File: src/rtl/ppg_afe_calibrator.sv
// ppg_afe_calibrator
// Calibrates each LED channel of the PPG front end in turn: the DC-compensation
// code is servoed until the windowed ADC mean lands in the target band, then the
// PGA gain is raised until one step before clipping. Afterwards the LEDs are
// time-multiplexed with their stored codes and tagged samples are streamed out.
//
// Stream semantics: adc_valid qualifies adc in the cycle it is high; there is
// no ready, every valid sample is consumed. smp_valid is a one-cycle strobe
// qualifying smp_ch/smp_data with the same valid-only meaning.
module ppg_afe_calibrator #(
  parameter int ADC_W    = 8,
  parameter int N_CH     = 2,
  parameter int DC_W     = 7,
  parameter int GAIN_W   = 4,
  parameter int WIN      = 27,
  parameter int SETTLE   = 2,
  parameter int DC_LO    = 110,
  parameter int DC_HI    = 145,
  parameter int CLIP_LO  = 10,
  parameter int CLIP_HI  = 245,
  parameter int MAX_ITER = 127,
  parameter int DWELL    = 10,
  parameter int DRIVE    = 10,
  localparam int CH_W    = (N_CH > 1) ? $clog2(N_CH) : 1
) (
  input  logic              CLK,
  input  logic              rst_n,
  input  logic              start,
  input  logic              adc_valid,
  input  logic [ADC_W-1:0]  adc,
  output logic [N_CH-1:0]   led_en,
  output logic [3:0]        led_drive,
  output logic [DC_W-1:0]   dc_comp,
  output logic [GAIN_W-1:0] pga_gain,
  output logic              clk_filter,
  output logic              busy,
  output logic              done,
  output logic              fail,
  output logic [CH_W-1:0]   fail_ch,
  output logic              smp_valid,
  output logic [CH_W-1:0]   smp_ch,
  output logic [ADC_W-1:0]  smp_data
);

  localparam int SUM_W = ADC_W + $clog2(WIN);
  localparam int WC_W  = $clog2(WIN);
  localparam int SC_W  = (SETTLE > 0) ? $clog2(SETTLE + 1) : 1;
  localparam int IT_W  = $clog2(MAX_ITER + 1);
  localparam int SL_W  = (DWELL > 1) ? $clog2(DWELL) : 1;

  localparam logic [WC_W-1:0]  WIN_LAST  = WC_W'(WIN - 1);
  localparam logic [SC_W-1:0]  SETTLE_V  = SC_W'(SETTLE);
  localparam logic [IT_W-1:0]  ITER_MAX  = IT_W'(MAX_ITER);
  localparam logic [SL_W-1:0]  SLOT_LAST = SL_W'(DWELL - 1);
  localparam logic [CH_W-1:0]  CH_LAST   = CH_W'(N_CH - 1);
  // The mean is never divided out: floor(sum/WIN) < LO  <=>  sum < LO*WIN,
  // and floor(sum/WIN) > HI  <=>  sum >= (HI+1)*WIN.
  localparam logic [SUM_W-1:0] LO_SUM    = SUM_W'(DC_LO * WIN);
  localparam logic [SUM_W-1:0] HI_SUM    = SUM_W'((DC_HI + 1) * WIN);
  localparam logic [ADC_W-1:0] CLIP_LO_V = ADC_W'(CLIP_LO);
  localparam logic [ADC_W-1:0] CLIP_HI_V = ADC_W'(CLIP_HI);

  typedef enum logic [2:0] {S_IDLE, S_DC_CAL, S_GAIN_CAL, S_RUN, S_FAIL} state_t;
  state_t state, state_n;

  logic [CH_W-1:0]   ch, slot_ch;
  logic [DC_W-1:0]   dc_code;
  logic [GAIN_W-1:0] gain_code;
  logic [IT_W-1:0]   iter_cnt;
  logic [SC_W-1:0]   settle_cnt;
  logic [WC_W-1:0]   win_cnt;
  logic [SUM_W-1:0]  sum_q, sum_n;
  logic [ADC_W-1:0]  min_q, max_q, min_n, max_n;
  logic [SL_W-1:0]   slot_cnt;
  logic [DC_W-1:0]   dc_store   [N_CH];
  logic [GAIN_W-1:0] gain_store [N_CH];

  logic settled, win_last, dc_low, dc_high, dc_fail, clipped, gain_done, last_ch;
  logic [N_CH-1:0]   led_en_d;
  logic [DC_W-1:0]   dc_d;
  logic [GAIN_W-1:0] gain_d;

  // Window bookkeeping and the decisions taken on a window's last sample.
  always_comb begin
    settled   = (settle_cnt == SETTLE_V);
    win_last  = adc_valid && settled && (win_cnt == WIN_LAST);
    sum_n     = sum_q + SUM_W'(adc);
    min_n     = (adc < min_q) ? adc : min_q;
    max_n     = (adc > max_q) ? adc : max_q;
    dc_low    = (sum_n < LO_SUM);
    dc_high   = (sum_n >= HI_SUM);
    dc_fail   = (dc_low && (dc_code == '0)) || (dc_high && (dc_code == '1)) ||
                ((dc_low || dc_high) && (iter_cnt == ITER_MAX));
    clipped   = (min_n < CLIP_LO_V) || (max_n > CLIP_HI_V);
    gain_done = clipped || (gain_code == '1);
    last_ch   = (ch == CH_LAST);
  end

  // State register.
  always_ff @(posedge CLK or negedge rst_n) begin
    if (!rst_n) state <= S_IDLE;
    else        state <= state_n;
  end

  // Next-state logic; start restarts calibration from any state.
  always_comb begin
    state_n = state;
    if (start) begin
      state_n = S_DC_CAL;
    end else begin
      case (state)
        S_DC_CAL: begin
          if (win_last) begin
            if (dc_fail)                state_n = S_FAIL;
            else if (!dc_low && !dc_high) state_n = S_GAIN_CAL;
          end
        end
        S_GAIN_CAL: begin
          if (win_last && gain_done) state_n = last_ch ? S_RUN : S_DC_CAL;
        end
        default: ;
      endcase
    end
  end

  // Calibration datapath: windows, code stepping, per-channel storage, run slots.
  always_ff @(posedge CLK or negedge rst_n) begin
    if (!rst_n) begin
      ch <= '0; slot_ch <= '0; dc_code <= '0; gain_code <= '0; iter_cnt <= '0;
      settle_cnt <= '0; win_cnt <= '0; sum_q <= '0; min_q <= '1; max_q <= '0;
      slot_cnt <= '0; fail_ch <= '0;
      for (int i = 0; i < N_CH; i++) begin
        dc_store[i]   <= '0;
        gain_store[i] <= '0;
      end
    end else if (start) begin
      // A sample arriving with start is dropped by clearing the window here.
      ch <= '0; dc_code <= '0; gain_code <= '0; iter_cnt <= '0; fail_ch <= '0;
      settle_cnt <= '0; win_cnt <= '0; sum_q <= '0; min_q <= '1; max_q <= '0;
    end else begin
      case (state)
        S_DC_CAL, S_GAIN_CAL: begin
          if (adc_valid) begin
            if (!settled) begin
              settle_cnt <= settle_cnt + SC_W'(1);
            end else if (!win_last) begin
              win_cnt <= win_cnt + WC_W'(1);
              sum_q   <= sum_n;
              min_q   <= min_n;
              max_q   <= max_n;
            end else begin
              settle_cnt <= '0; win_cnt <= '0; sum_q <= '0; min_q <= '1; max_q <= '0;
              if (state == S_DC_CAL) begin
                if (dc_fail) begin
                  fail_ch <= ch;
                end else if (dc_low) begin
                  dc_code  <= dc_code - DC_W'(1);
                  iter_cnt <= iter_cnt + IT_W'(1);
                end else if (dc_high) begin
                  dc_code  <= dc_code + DC_W'(1);
                  iter_cnt <= iter_cnt + IT_W'(1);
                end else begin
                  dc_store[ch] <= dc_code;
                end
              end else if (!gain_done) begin
                gain_code <= gain_code + GAIN_W'(1);
              end else begin
                // Clipping backs off one step; an unclipped max gain is kept.
                gain_store[ch] <= !clipped ? gain_code :
                                  (gain_code == '0) ? '0 : gain_code - GAIN_W'(1);
                if (!last_ch) begin
                  ch <= ch + CH_W'(1); dc_code <= '0; gain_code <= '0; iter_cnt <= '0;
                end else begin
                  slot_ch <= '0; slot_cnt <= '0;
                end
              end
            end
          end
        end
        S_RUN: begin
          if (slot_cnt == SLOT_LAST) begin
            slot_cnt   <= '0;
            slot_ch    <= (slot_ch == CH_LAST) ? '0 : slot_ch + CH_W'(1);
            settle_cnt <= '0;
          end else begin
            slot_cnt <= slot_cnt + SL_W'(1);
            if (adc_valid && !settled) settle_cnt <= settle_cnt + SC_W'(1);
          end
        end
        default: ;
      endcase
    end
  end

  // Run-mode sample tagging; a switch-edge sample keeps the outgoing slot's tag.
  always_ff @(posedge CLK or negedge rst_n) begin
    if (!rst_n) begin
      smp_valid <= 1'b0; smp_ch <= '0; smp_data <= '0;
    end else begin
      smp_valid <= (state == S_RUN) && adc_valid && settled && !start;
      if ((state == S_RUN) && adc_valid && settled && !start) begin
        smp_ch   <= slot_ch;
        smp_data <= adc;
      end
    end
  end

  // Output decode from the current state.
  always_comb begin
    led_en_d = '0;
    dc_d     = dc_code;
    gain_d   = gain_code;
    case (state)
      S_DC_CAL, S_GAIN_CAL: led_en_d = N_CH'(1) << ch;
      S_RUN: begin
        led_en_d = N_CH'(1) << slot_ch;
        dc_d     = dc_store[slot_ch];
        gain_d   = gain_store[slot_ch];
      end
      default: ;
    endcase
  end

  // Registered outputs and the CLK/2 switched-cap filter clock.
  always_ff @(posedge CLK or negedge rst_n) begin
    if (!rst_n) begin
      led_en <= '0; led_drive <= '0; dc_comp <= '0; pga_gain <= '0;
      busy <= 1'b0; done <= 1'b0; fail <= 1'b0; clk_filter <= 1'b0;
    end else begin
      led_en     <= led_en_d;
      led_drive  <= (led_en_d != '0) ? 4'(DRIVE) : 4'd0;
      dc_comp    <= dc_d;
      pga_gain   <= gain_d;
      busy       <= (state == S_DC_CAL) || (state == S_GAIN_CAL);
      done       <= (state == S_RUN);
      fail       <= (state == S_FAIL);
      clk_filter <= ~clk_filter;
    end
  end

endmodule
File: config.mk
export PLATFORM = sky130hd
export DESIGN_NAME = ppg_afe_calibrator
export DESIGN_NICKNAME = d
export VERILOG_FILES = /design/src/rtl/ppg_afe_calibrator.sv
export SDC_FILE = /design/constraint.sdc
export NUM_CORES = 1
export LEC_CHECK = 0
export ABC_AREA = 1
export BUFFER_PORTS_ARGS = -buffer_cell sky130_fd_sc_hd__buf_2
export CORE_MARGIN = 8
export CORE_UTILIZATION = 50
export DETAILED_ROUTE_END_ITERATION = 10
export PLACE_DENSITY = 0.78
export SYNTH_ARGS = -nofsm -noshare
export SYNTH_HDL_FRONTEND = slang
export SYNTH_SLANG_ARGS = --single-unit
File: constraint.sdc
create_clock -name CLK -period 6.5 [get_ports CLK]
set_input_delay 1.3 -clock CLK [delete_from_list [all_inputs] [get_ports CLK]]
set_output_delay 1.3 -clock CLK [all_outputs]
set_load 0.01 [all_outputs]
Word level (Yosys, flattened, before mapping)
Index checks and enable logic that the tools add are counted.
W data, S select, Z words.
{"block": "totals", "regBits": 117, "in_bits": 12, "output_inout_bits": 32, "word_cells": 248}
{"block": "classes", "n_addsub": 11, "n_lt_le_gt_ge": 9, "n_eq_ne": 28, "n_shift": 2, "n_mux": 114, "n_bitwise": 8, "n_reduce_logical": 48}
{"operator": "$mux W7", "count": 25}
{"operator": "$mux W8", "count": 12}
{"operator": "$mux W4", "count": 23}
{"operator": "$mux W13", "count": 5}
{"operator": "$mux W5", "count": 5}
{"operator": "$mux W1", "count": 23}
{"operator": "$reduce_and A6 Y1", "count": 3}
{"operator": "$reduce_and A9 Y1", "count": 2}
{"operator": "$reduce_bool A2 Y1", "count": 9}
{"operator": "$ne A2 B2 Y1 const B", "count": 8}
{"operator": "$ne A4 B4 Y1 const B", "count": 4}
{"operator": "$reduce_and A8 Y1", "count": 2}
{"operator": "$mux W3", "count": 5}
{"operator": "$ne A3 B3 Y1 const B", "count": 5}
{"operator": "$add A7 B1 Y7 const B", "count": 2}
{"operator": "$bwmux W14", "count": 1}
{"operator": "$eq A7 B7 Y1 const B", "count": 2}
{"operator": "$mux W2", "count": 7}
{"operator": "$add A13 B8 Y13", "count": 1}
{"operator": "$ge A13 B12 Y1 const B", "count": 1}
{"operator": "$lt A13 B12 Y1 const B", "count": 1}
{"operator": "$logic_and A1 B1 Y1", "count": 12}
{"operator": "$reduce_bool A3 Y1", "count": 3}
{"operator": "$add A4 B1 Y4 const B", "count": 2}
{"operator": "other kinds (36)", "count": 57}

Longest topological paths before layout
Gate-level depths: netlist (run 1).
{"block": "logic_depth", "ltp_word": 12, "ltp_mapped": 29, "ltp_nobuf": 29}

Least setup slack after synthesis (run 1)
No wires, ideal clock.
{"block": "synth_path", "path_type": "input to register", "from": "in adc[0]", "to": "reg dc_code[5]", "setup_ps": 117, "arrival_ps": 4254, "path_slack_ps": 2130, "stages": 26, "path_buffers": 0, "cell_sequence": "ha_1 -> inv_1 -> fa_1 -> inv_1 -> nand3_1 -> nand2_1 -> nand2_1 -> nand2_1 -> nand2_1 -> o21ai_0 -> nand2_1 -> nand2_1 -> nand2_1 -> nand2_1 -> inv_1 -> ha_1 -> nand2_1 -> nor2_1 -> a211oi_1 -> or2_2 -> nand2_1 -> a21oi_1 -> xor2_1 -> nor2_1 -> nand3_1 -> nand2_1"}
{"block": "synth_via", "elab_chain_len": 10, "word_cells_on_any_way": 29, "cone_classes": "1 x add/sub; 6 x order compare; 2 x eq/ne; 10 x mux; 10 x reduce/logical"}
{"item": "from (decl)", "line": "30", "rtl": "input logic [ADC_W-1:0] adc,"}
{"item": "$add A13 B8 Y13", "line": "87", "rtl": "sum_n = sum_q + SUM_W'(adc);"}
{"item": "$lt A13 B12 Y1", "line": "90", "rtl": "dc_low = (sum_n < LO_SUM);"}
{"item": "$mux W7", "line": "156", "rtl": "end else if (dc_low) begin"}
{"item": "$mux W7", "line": "154", "rtl": "if (dc_fail) begin"}
{"item": "$mux W7", "line": "153", "rtl": "if (state == S_DC_CAL) begin"}
{"item": "$mux W7", "line": "146", "rtl": "end else if (!win_last) begin"}
{"item": "$mux W7", "line": "144", "rtl": "if (!settled) begin"}
{"item": "$mux W7", "line": "143", "rtl": "if (adc_valid) begin"}
{"item": "$mux W7", "line": "141", "rtl": "case (state)"}
{"item": "$mux W7", "line": "136", "rtl": "end else if (start) begin"}
{"item": "to (signal assigned)", "line": "157", "rtl": "dc_code <= dc_code - DC_W'(1);"}
{"item": "to (signal assigned)", "line": "160", "rtl": "dc_code <= dc_code + DC_W'(1);"}
{"item": "to (decl)", "line": "67", "rtl": "logic [DC_W-1:0] dc_code;"}
Several ways; a longest one is shown, not always the timed one. The select of a mux whose other input is x is not followed.
A chain may end at the register's enable or synchronous reset.

Worst setup path after layout (run 1)
Ends and elaborated chain as after synthesis.

==> results.json, run 1 <==
{
  "initial_core_util": 0.513,
  "synth.top_cell.area_share": 0.389,
  "htree_levels": 4,
  "die_h_um": 133,
  "fin_cells": 1150,
  "row_count": 42,
  "synth_edf_count": 0,
  "die-area_um2": 17600,
  "synth_ff_type": "dfrtp_1",
  "hold_viol_final": 0,
  "grt_pass1_wl_um": 27300,
  "io_buffers": 41,
  "synth.most_common_cell": "nand2_1",
  "fp.coreArea_um2": 13300,
  "synth-warning-count": 0,
  "antenna_found_initial": 0,
  "vias_per_cell": 5.25,
  "diodes": 0,
  "fmax_ghz": 0.222,
  "maxCapViolCount": 0,
  "timing.hold.ws_ns": 0.418,
  "grt_max_degree": 59,
  "period_needed_ns": 4.51,
  "dp.cells": 1118,
  "clkTransAtPathRegs_ns": 0.05,
  "cp.required_ns": 6.80,
  "holdCritStartpoint": "clk_filter",
  "syn_avg_cell_area_um2": 7.41,
  "gp_congestion": 0.888,
  "grt_usage": 0.187,
  "synth_seq_cells": 114,
  "wirelength_um": 16000,
  "layout-drive-gt1-share": 0.105,
  "critPathCaptureType": "flip-flop",
  "cts_setup_buffers": 0,
  "critPathLaunchType": "input port",
  "synth_seq_area_share": 0.420,
  "netlist_area_um2": 6820,
  "wl_per_cell_um": 13.9,
  "ios": 44,
  "synth_cells": 921,
  "min-delay-path-class": "reg -> reg",
  "clk_path_buf_depth": 2,
  "grt_overflow": 0,
  "synthTopCellsByArea": "dfrtp_1 (39%), nand2_1 (16%), ha_1 (7.2%), inv_1 (6.4%), nand3_1 (5.8%)",
  "ant_nets": 0,
  "path_max_fanout": 6,
  "slew_headroom": 0.358,
  "final_nets": 1014,
  "first_pass_iters": 5,
  "p_leak_uw": 0.00408,
  "yosysTopAreaCell": "dfrtp_1",
  "cts_root_buf": "clkbuf_16",
  "reg2reg_from": "sum_q[0]",
  "grt_pass1_vias": 5904,
  "vias": 6042,
  "cts_buffers": 17,
  "crit_arrival_ns": 4.82,
  "criticalPathCategory": "in -> reg",
  "outcome": "complete, no violations",
  "drt_iter0_markers": 481,
  "holdPathStages": 1,
  "cts_sinks": 114,
  "place_hpwl_um": 11100,
  "hold_buffers": 0,
  "tightest_slew_ns": 0.957,
  "fin_skew_ns": 0.00611,
  "slew_viol_final": 0,
  "rrSetupSlack_ns": 2.63,
  "tns_ns": 0,
  "setup-violations-final": 0,
  "area_growth_pct": 13.5,
  "fin_crit_sh": 0.695,
  "cts_resized": 0,
  "ys_async_sr_fraction": 1.00,
  "cts_tree": "built",
  "min_delay_worst_endpoint": "clk_filter",
  "worst_r2r_path_depth": 26,
  "synth.distinct_cells": 45,
  "clk_latency_ns": 0.42,
  "die_w_um": 133,
  "grt_setup_unrepaired": "no",
  "rr_endpoint": "dc_code[5]",
  "power_density_nw_per_um2": 312,
  "yosys-top-cells-count": "nand2_1 (289), inv_1 (117), dfrtp_1 (106)",
  "peakVddDrop_v": 0.000195,
  "drc": 0
}
[worst max-delay path by stage]
| stage | start | endpoint | slack (ns) | cells past startpoint |
|---|---|---|---|---|
| 4_1_cts | adc[0] | dc_code[5] | 2.04 | 28 |
| 5_1_grt | adc[0] | dc_code[5] | 1.73 | 27 |
| 6_report | adc[0] | dc_code[5] | 1.99 | 27 |
| 2_1_floorplan | adc[0] | dc_code[5] | 2.13 | 26 |
| 3_3_place_gp | adc[0] | dc_code[5] | 1.75 | 27 |
| 3_5_place_dp | adc[0] | dc_code[5] | 1.64 | 27 |
[final cells by class]
class	instances	area (um^2)
fillers	1170	5550
multi-input cells	664	3390
flip-flops and latches	114	2860
clock buffers	22	454
inverters	120	450
repair buffers	44	230
well taps	176	220
clock inverters	10	134
[stage by stage]
step	total power (uW)	utilization	cell area, um^2	worst slack [ns]
3_3_place_gp	1460	0.538	7160	1.75
4_1_cts	2420	0.583	7740	2.04
6_report	2410	0.583	7740	1.99
3_5_place_dp	1480	0.538	7160	1.64
2_1_floorplan	1310	-	6830	2.13
5_1_grt	2560	0.583	7740	1.73
[power by group]
group | total [uW] | switching (uW) | internal, uW | leakage, uW
Sequential | 888 | 82.4 | 805 | 0.00153
Combinational | 593 | 393 | 201 | 0.00227
Clock | 932 | 322 | 609 | 0.000284
Total | 2410 | 798 | 1620 | 0.00408
[state kept, by name (all words and copies together), names as in the netlist, 2 cells and up]
| register | cells |
|---|---|
| dc_store | 14 |
| sum_q | 13 |
| gain_store | 8 |
| max_q | 8 |
| min_q | 8 |
| smp_data | 8 |
| dc_code | 7 |
| dc_comp | 7 |
| iter_cnt | 7 |
| win_cnt | 5 |
| gain_code | 4 |
| pga_gain | 4 |
| slot_cnt | 4 |
| state | 3 |
| led_en | 2 |
| settle_cnt | 2 |
[cell usage in the layout (no fill, tap or decap), types with 7 or more instances in the layout]
cell type / n
a21oi_1: 29
a31oi_1: 11
buf_2: 40
clkbuf_16: 17
dfrtp_1: 106
dfstp_2: 8
ha_1: 39
inv_1: 117
nand2_1: 289
nand2_2: 7
nand3_1: 79
nand4_1: 16
nor2_1: 75
nor3_1: 12
o21ai_0: 53
o22ai_1: 9
xor2_1: 11
[worst max-delay path, stage by stage]
cell and delay (ns):
buf_2 0.10, ha_1 0.22, inv_1 0.07, fa_1 0.42, inv_1 0.07, nand3_1 0.08, nand2_1 0.10, nand2_1 0.08
nand2_1 0.10, nand2_1 0.08, o21ai_0 0.15, nand2_1 0.11, nand2_1 0.08, nand2_1 0.11, nand2_1 0.15, inv_1 0.13
ha_1 0.35, nand2_1 0.09, nor2_1 0.04, a211oi_1 0.25, or2_2 0.18, nand2_1 0.05, a21oi_1 0.15, xor2_1 0.16
nor2_1 0.05, nand3_1 0.09, nand2_1 0.05
[logic make-up (layout without fill, tap and decap cells)]
family,count (synthesis),after routing,synth area share
compound gates,116,116,0.0948
xor+xnor,13,13,0.0178
fa+ha+maj,41,41,0.0774
buf+inv,144,196,0.0838
flops,114,114,0.420
other cells,1,2,0.000550
simple gates,492,492,0.306
[routing by layer]
metal	wire, um	up-vias	part of all wire	global-route usage
li1	-	3056	-	-
met1	7140	2794	0.45	0.227
met2	7670	160	0.48	0.310
met3	842	32	0.053	0.0454
met4	311	0	0.019	0.0763
met5	0	-	0	0
(Power assumes the default switching activity.)
==> run 2: changes to the inputs <==
- ABC_AREA: 1 -> 0
- PLACE_DENSITY: 0.78 -> 0.81
- clock period: 6.5 -> 3.7 ns (I/O delays scaled with it)
==> run 2 against run 1 <==
Compared with the run above: the flow now finishes with violations (setup timing); register-to-register slack worse by 2.8 ns; die area is 4.2% lower; via count down 8.0%; synthesized cell count fell by 30%; hold slack worse by 0.16 ns; cell area rose by 4.8%; highest routed layer unchanged.
==> results.json, run 2 <==
{
  "p_switching_uw": 1140,
  "synth-warning-count": 0,
  "row_count": 41,
  "synth_cells": 642,
  "p_clk_frac": 0.407,
  "grt_max_degree": 83,
  "power_density_nw_per_um2": 473,
  "p_seq_frac": 0.374,
  "initial_core_util": 0.513,
  "outcome": "finished, violations left",
  "synth_edf_count": 0,
  "yosys-top-cells-count": "dfrtp_1 (106), nand2_1 (63), o21ai_0 (45)",
  "clkTransAtPathRegs_ns": 0.06,
  "synth_mux_area_frac": 0.0840,
  "place_hpwl_um": 11300,
  "largest_reg_flops": 14,
  "layout-drive-gt1-share": 0.287,
  "fin_crit_sh": 1.05,
  "synth.top_cell.area_share": 0.408,
  "maxCapViolCount": 0,
  "syn_avg_cell_area_um2": 10.1,
  "die_w_um": 130,
  "fin_skew_ns": 0.00703,
  "slew_headroom": 0.438,
  "synth_top_family_by_area": "compound AO/OA/AOI/OAI gates",
  "grt_pass1_wl_um": 27700,
  "fin_ws_ns": -0.176,
  "drt_iter0_markers": 429,
  "fmax_ghz": 0.258,
  "fin_cells": 946,
  "dp.cells": 908,
  "critPathLaunchType": "input port",
  "reg_top3": "dc_store: 14 flops, sum_q: 13 flops",
  "power_frac_comb": 0.219,
  "vias": 5557,
  "synthSimpleGateAreaFrac": 0.142,
  "ant_nets": 0,
  "cp.required_ns": 4.05,
  "violations": "setup timing",
  "final_nets": 814,
  "peakVddDrop_v": 0.000352,
  "cts_root_buf": "clkbuf_16",
  "crit_arrival_ns": 4.23,
  "synth_ff_type": "dfrtp_1",
  "period_needed_ns": 3.88,
  "ys_async_sr_fraction": 1.00,
  "clk_latency_ns": 0.42,
  "area_growth_pct": 24.9,
  "netlist_area_um2": 6500,
  "die-area_um2": 16900,
  "vias_per_cell": 5.87,
  "min-delay-path-class": "in -> async",
  "synth_seq_area_share": 0.441,
  "path_max_fanout": 4,
  "clk_path_buf_depth": 2,
  "synth_xor_area_frac": 0.0216,
  "drc": 0,
  "wirelength_um": 16400,
  "synth_fa_ha_area_frac": 0.0813,
  "die_h_um": 130,
  "cts_tree": "built",
  "criticalPathCategory": "in -> reg",
  "tightest_slew_ns": 0.843,
  "wl_per_cell_um": 17.4,
  "grt_usage": 0.204,
  "critPathCaptureType": "flip-flop",
  "p_leak_uw": 0.00399,
  "internal_power_uw": 2690,
  "synth_compound_area_frac": 0.191,
  "io_buffers": 41,
  "synth.distinct_cells": 78,
  "setup-violations-final": 2,
  "synth.most_common_cell": "dfrtp_1",
  "synthTopCellsByArea": "dfrtp_1 (41%), ha_1 (7.5%), mux2_2 (5.5%), nand2_1 (3.6%), o21ai_0 (3.5%)",
  "grt_pass1_vias": 5756,
  "synth_seq_cells": 114,
  "critPathMaxStageDelay_ns": 0.40,
  "final_common_cell": "dfrtp_1",
  "yosysTopAreaCell": "dfrtp_1",
  "final_cell_mix": "dfrtp_1 (106), buf_4 (77), nand2_1 (63), o21ai_0 (44)",
  "p_total_uw": 3840,
  "switching_share": 0.298,
  "cts_buffers": 17,
  "fp.coreArea_um2": 12700,
  "cts_sinks": 114,
  "path_cells": "buf_4 -> ha_4 -> inv_2 -> fa_2 -> and2b_1 -> o22a_2 -> buf_4 -> a21oi_2 -> nor3_4 -> xor2_2 -> a211oi_4 -> inv_1 -> fa_2 -> nor2b_2 -> o21ai_1 -> nand2b_1 -> a21o_1 -> a21oi_2 -> xor2_1 -> or4_1 -> nand3_1",
  "regMostFlops": "dc_store",
  "gp_congestion": 0.930,
  "ios": 44,
  "first_pass_iters": 6,
  "slowest_stage": "or4_1",
  "htree_levels": 4,
  "grt_setup_unrepaired": "yes",
  "grt_overflow": 0,
  "diodes": 0,
  "slew_viol_final": 0,
  "antenna_found_initial": 0,
  "hold_viol_final": 0
}
==> run 2: logic make-up (layout without fill, tap and decap cells) <==
| group | after synthesis | count (layout) |
|---|---|---|
| simple gates | 187 | 187 |
| fa+ha+maj | 41 | 41 |
| mux | 50 | 50 |
| other cells | 1 | 2 |
| xor+xnor | 16 | 16 |
| flops | 114 | 114 |
| compound gates | 173 | 173 |
| buf+inv | 60 | 191 |
==> run 2: worst max-delay path, delay by kind of cell <==
kind | cells | cell delay, ns
XOR/XNOR | 2 | 0.33
buffers and inverters | 4 | 0.41
AO/OA/AOI/OAI | 6 | 1.07
AND/OR/NAND/NOR | 6 | 0.99
adder cells (fa/ha/maj) | 3 | 0.71
==> run 2: final timing paths <==
kind / start / endpoint / slack, ns / cells after the start
hold reg to reg: clk_filter / clk_filter / 0.41 / 1
setup / recovery: adc[0] / dc_code[6] / -0.18 / 21
hold / removal: rst_n / sum_q[2] / 0.26 / 1
setup reg to reg: sum_q[0] / dc_code[6] / -0.16 / 20
max in group asynchronous: rst_n / min_q[6] / 2.64 / 2
min in group CLK: clk_filter / clk_filter / 0.41 / 1
==> run 2: per-layer routing <==
metal  GRT usage  wire length [um]  vias up
li1            -                 -     2593
met1       0.247              6870     2742
met2       0.347              8470      187
met3      0.0384               761       35
met4      0.0936               344        0
met5           0                 0        -
==> run 2: repair_timing <==
item / 4_1_cts / 5_1_grt
hold buffers: 0 / 0
resized for setup: 1 / 12
pin swaps: 3 / 9
setup buffers: 2 / 4
endpoints found under the setup margin: 1 / 15
==> run 2: stage by stage <==
step	hold slack (ns)	setup TNS [ns]	setup slack, ns	util	instance area (um^2)
floorplan	0.444	-0.536	-0.420	-	6550
global placement	0.400	-2.44	-0.456	0.586	7430
detailed placement	0.404	-4.57	-0.589	0.586	7430
CTS	0.275	-0.153	-0.153	0.633	8020
global route	0.292	-0.715	-0.375	0.641	8120
finish	0.255	-0.179	-0.176	0.641	8120
==> run 2: layout make-up <==
cell class	instances	area [um^2]
clock inverters	14	133
fillers	953	4550
repair buffers	120	827
inverters	39	146
well taps	172	215
flip-flops and latches	114	2860
clock buffers	18	439
multi-input cells	469	3490
==> run 2: power by group through the flow <==
stage,Clock [uW],Combinational [uW],Sequential [uW]
final,1560,842,1430
after global routing,1640,917,1440
after CTS,1570,797,1430
after detailed placement,0,780,1450
after global placement,0,735,1450
after floorplan,0,449,1440
==> run 3: changes to the inputs <==
- PLACE_DENSITY: 0.81 -> 0.83
==> run 3 against run 2 <==
Compared with the run above: the flow still finishes with violations (setup timing); final cell count is 0.74% lower; total power hardly changed; routed wire length is 1.0% higher; first-iteration DRC count is 6.3% higher; combinational power is 1% lower; sequential share of layout area is 0.17 points higher; sequential power hardly changed; core utilization is 0.32 points lower; setup slack worse by 0.047 ns; sequential cell count stayed put; fmax is 1.2% lower; cell area is 0.49% lower; critical path type unchanged; critical endpoint unchanged.
==> results.json, run 3 (synthesis gave the netlist of run 2 again) <==
{
  "wl_per_cell_um": 17.7,
  "gp_congestion": 1.01,
  "setup-violations-final": 3,
  "clk_path_buf_depth": 2,
  "ios": 44,
  "slew_headroom": 0.402,
  "clkTransAtPathRegs_ns": 0.05,
  "rrSetupSlack_ns": -0.22,
  "final_util": 0.638,
  "fin_skew_ns": 0.00736,
  "crit_arrival_ns": 4.27,
  "cts_root_buf": "clkbuf_16",
  "first_pass_iters": 5,
  "io_buffers": 41,
  "row_count": 41,
  "fin_crit_sh": 1.06,
  "die-area_um2": 16900,
  "path_max_fanout": 3,
  "cts_sinks": 114,
  "ant_nets": 0,
  "cts_tree": "built",
  "layout-drive-gt1-share": 0.284,
  "die_h_um": 130,
  "final_cell_mix": "dfrtp_1 (106), buf_4 (71), nand2_1 (63), o21ai_0 (44)",
  "largest_reg_flops": 14,
  "grt_pass1_vias": 5579,
  "final_nets": 807,
  "criticalPathCategory": "in -> reg",
  "period_needed_ns": 3.92,
  "place_hpwl_um": 11200,
  "vias_per_cell": 6.04,
  "regMostFlops": "dc_store",
  "critPathCaptureType": "flip-flop",
  "violations": "setup timing",
  "reg_top3": "dc_store: 14 flops, sum_q: 13 flops",
  "outcome": "finished, violations left",
  "drc": 0,
  "area_growth_pct": 24.3,
  "grt_usage": 0.198,
  "grt_setup_unrepaired": "yes",
  "grt_overflow": 0,
  "cp.required_ns": 4.05,
  "die_w_um": 130,
  "grt_max_degree": 58,
  "power_density_nw_per_um2": 475,
  "fp.coreArea_um2": 12700,
  "min-delay-path-class": "in -> async",
  "hold_viol_final": 0,
  "tightest_slew_ns": 0.896,
  "fmax_ghz": 0.255,
  "maxCapViolCount": 0,
  "wirelength_um": 16600,
  "vias": 5668,
  "critPathLaunchType": "input port",
  "diodes": 0,
  "p_leak_uw": 0.00397,
  "fin_ws_ns": -0.223,
  "slew_viol_final": 0,
  "clk_latency_ns": 0.42,
  "final_common_cell": "dfrtp_1",
  "drt_iter0_markers": 456,
  "cts_buffers": 17,
  "antenna_found_initial": 0,
  "peakVddDrop_v": 0.000369,
  "grt_pass1_wl_um": 26700,
  "tns_ns": -0.339,
  "htree_levels": 4,
  "initial_core_util": 0.513
}
## run 3: changes by cell type in the layout (fill, tap and decap cells not counted), moves of 2 or more
| cell | delta |
|---|---|
| buf_4 | -6 |
| clkinv_2 | +4 |
| clkinvlp_4 | -2 |
| ha_1 | -2 |
| ha_2 | +2 |
| inv_6 | -2 |
## run 3: path summary, 6_finish.rpt
check | endpoint | startpoint | cells past startpoint
min | smp_data[0] | rst_n | 1
min in group CLK | clk_filter | clk_filter | 1
min reg2reg | clk_filter | clk_filter | 1
max reg2reg | dc_code[6] | sum_q[0] | 19
max | dc_code[6] | adc[0] | 20
max in group asynchronous | dc_store[1] | rst_n | 2
## run 3: power breakdown
part	leakage, uW	switching (uW)	internal (uW)	total (uW)
combinational	0.00219	436	395	831
sequential	0.00151	106	1340	1440
clock	0.000271	583	984	1570
total	0.00397	1130	2710	3840
## run 3: worst max-delay path, stage by stage
cell      delay, ns
buf_6          0.08
ha_4           0.13
inv_2          0.04
fa_2           0.35
and2b_1        0.22
o22a_2         0.17
a21o_1         0.19
mux2_4         0.34
nor3b_4        0.27
a211oi_4       0.11
buf_4          0.16
buf_6          0.12
ha_4           0.21
o21ai_1        0.07
nand2b_1       0.09
a21o_1         0.18
a21oi_2        0.17
xor2_1         0.11
or4_1          0.42
nand3_1        0.08
## run 3: layout make-up
class,instances,area (um^2)
inverters,39,146
fillers,924,4590
repair buffers,113,762
clock inverters,14,141
flip-flops and latches,114,2860
clock buffers,18,429
multi-input cells,469,3520
well taps,172,215
## run 3: repair_timing
action / in CTS / in global routing
hold buffers: 0 / 0
resized for setup: 5 / 12
pin swaps: 3 / 14
setup buffers: 3 / 5
setup endpoints to repair: 3 / 10
## run 3: per-stage QoR
stage | hold slack (ns) | worst slack (ns) | total power [uW] | cell area, um^2 | cells
5_1_grt | 0.432 | -0.374 | 4000 | 8080 | 939
2_1_floorplan | 0.444 | -0.420 | 1890 | 6550 | 643
6_report | 0.390 | -0.223 | 3840 | 8080 | 939
4_1_cts | 0.398 | -0.0948 | 3790 | 7960 | 934
3_3_place_gp | 0.400 | -0.482 | 2160 | 7350 | 899
3_5_place_dp | 0.413 | -0.624 | 2210 | 7350 | 899
## run 3: routing by layer
metal | track usage | routed length, um
met1 | 0.230 | 6790
met2 | 0.345 | 8570
met3 | 0.0445 | 946
met4 | 0.0854 | 309
met5 | 0 | 0
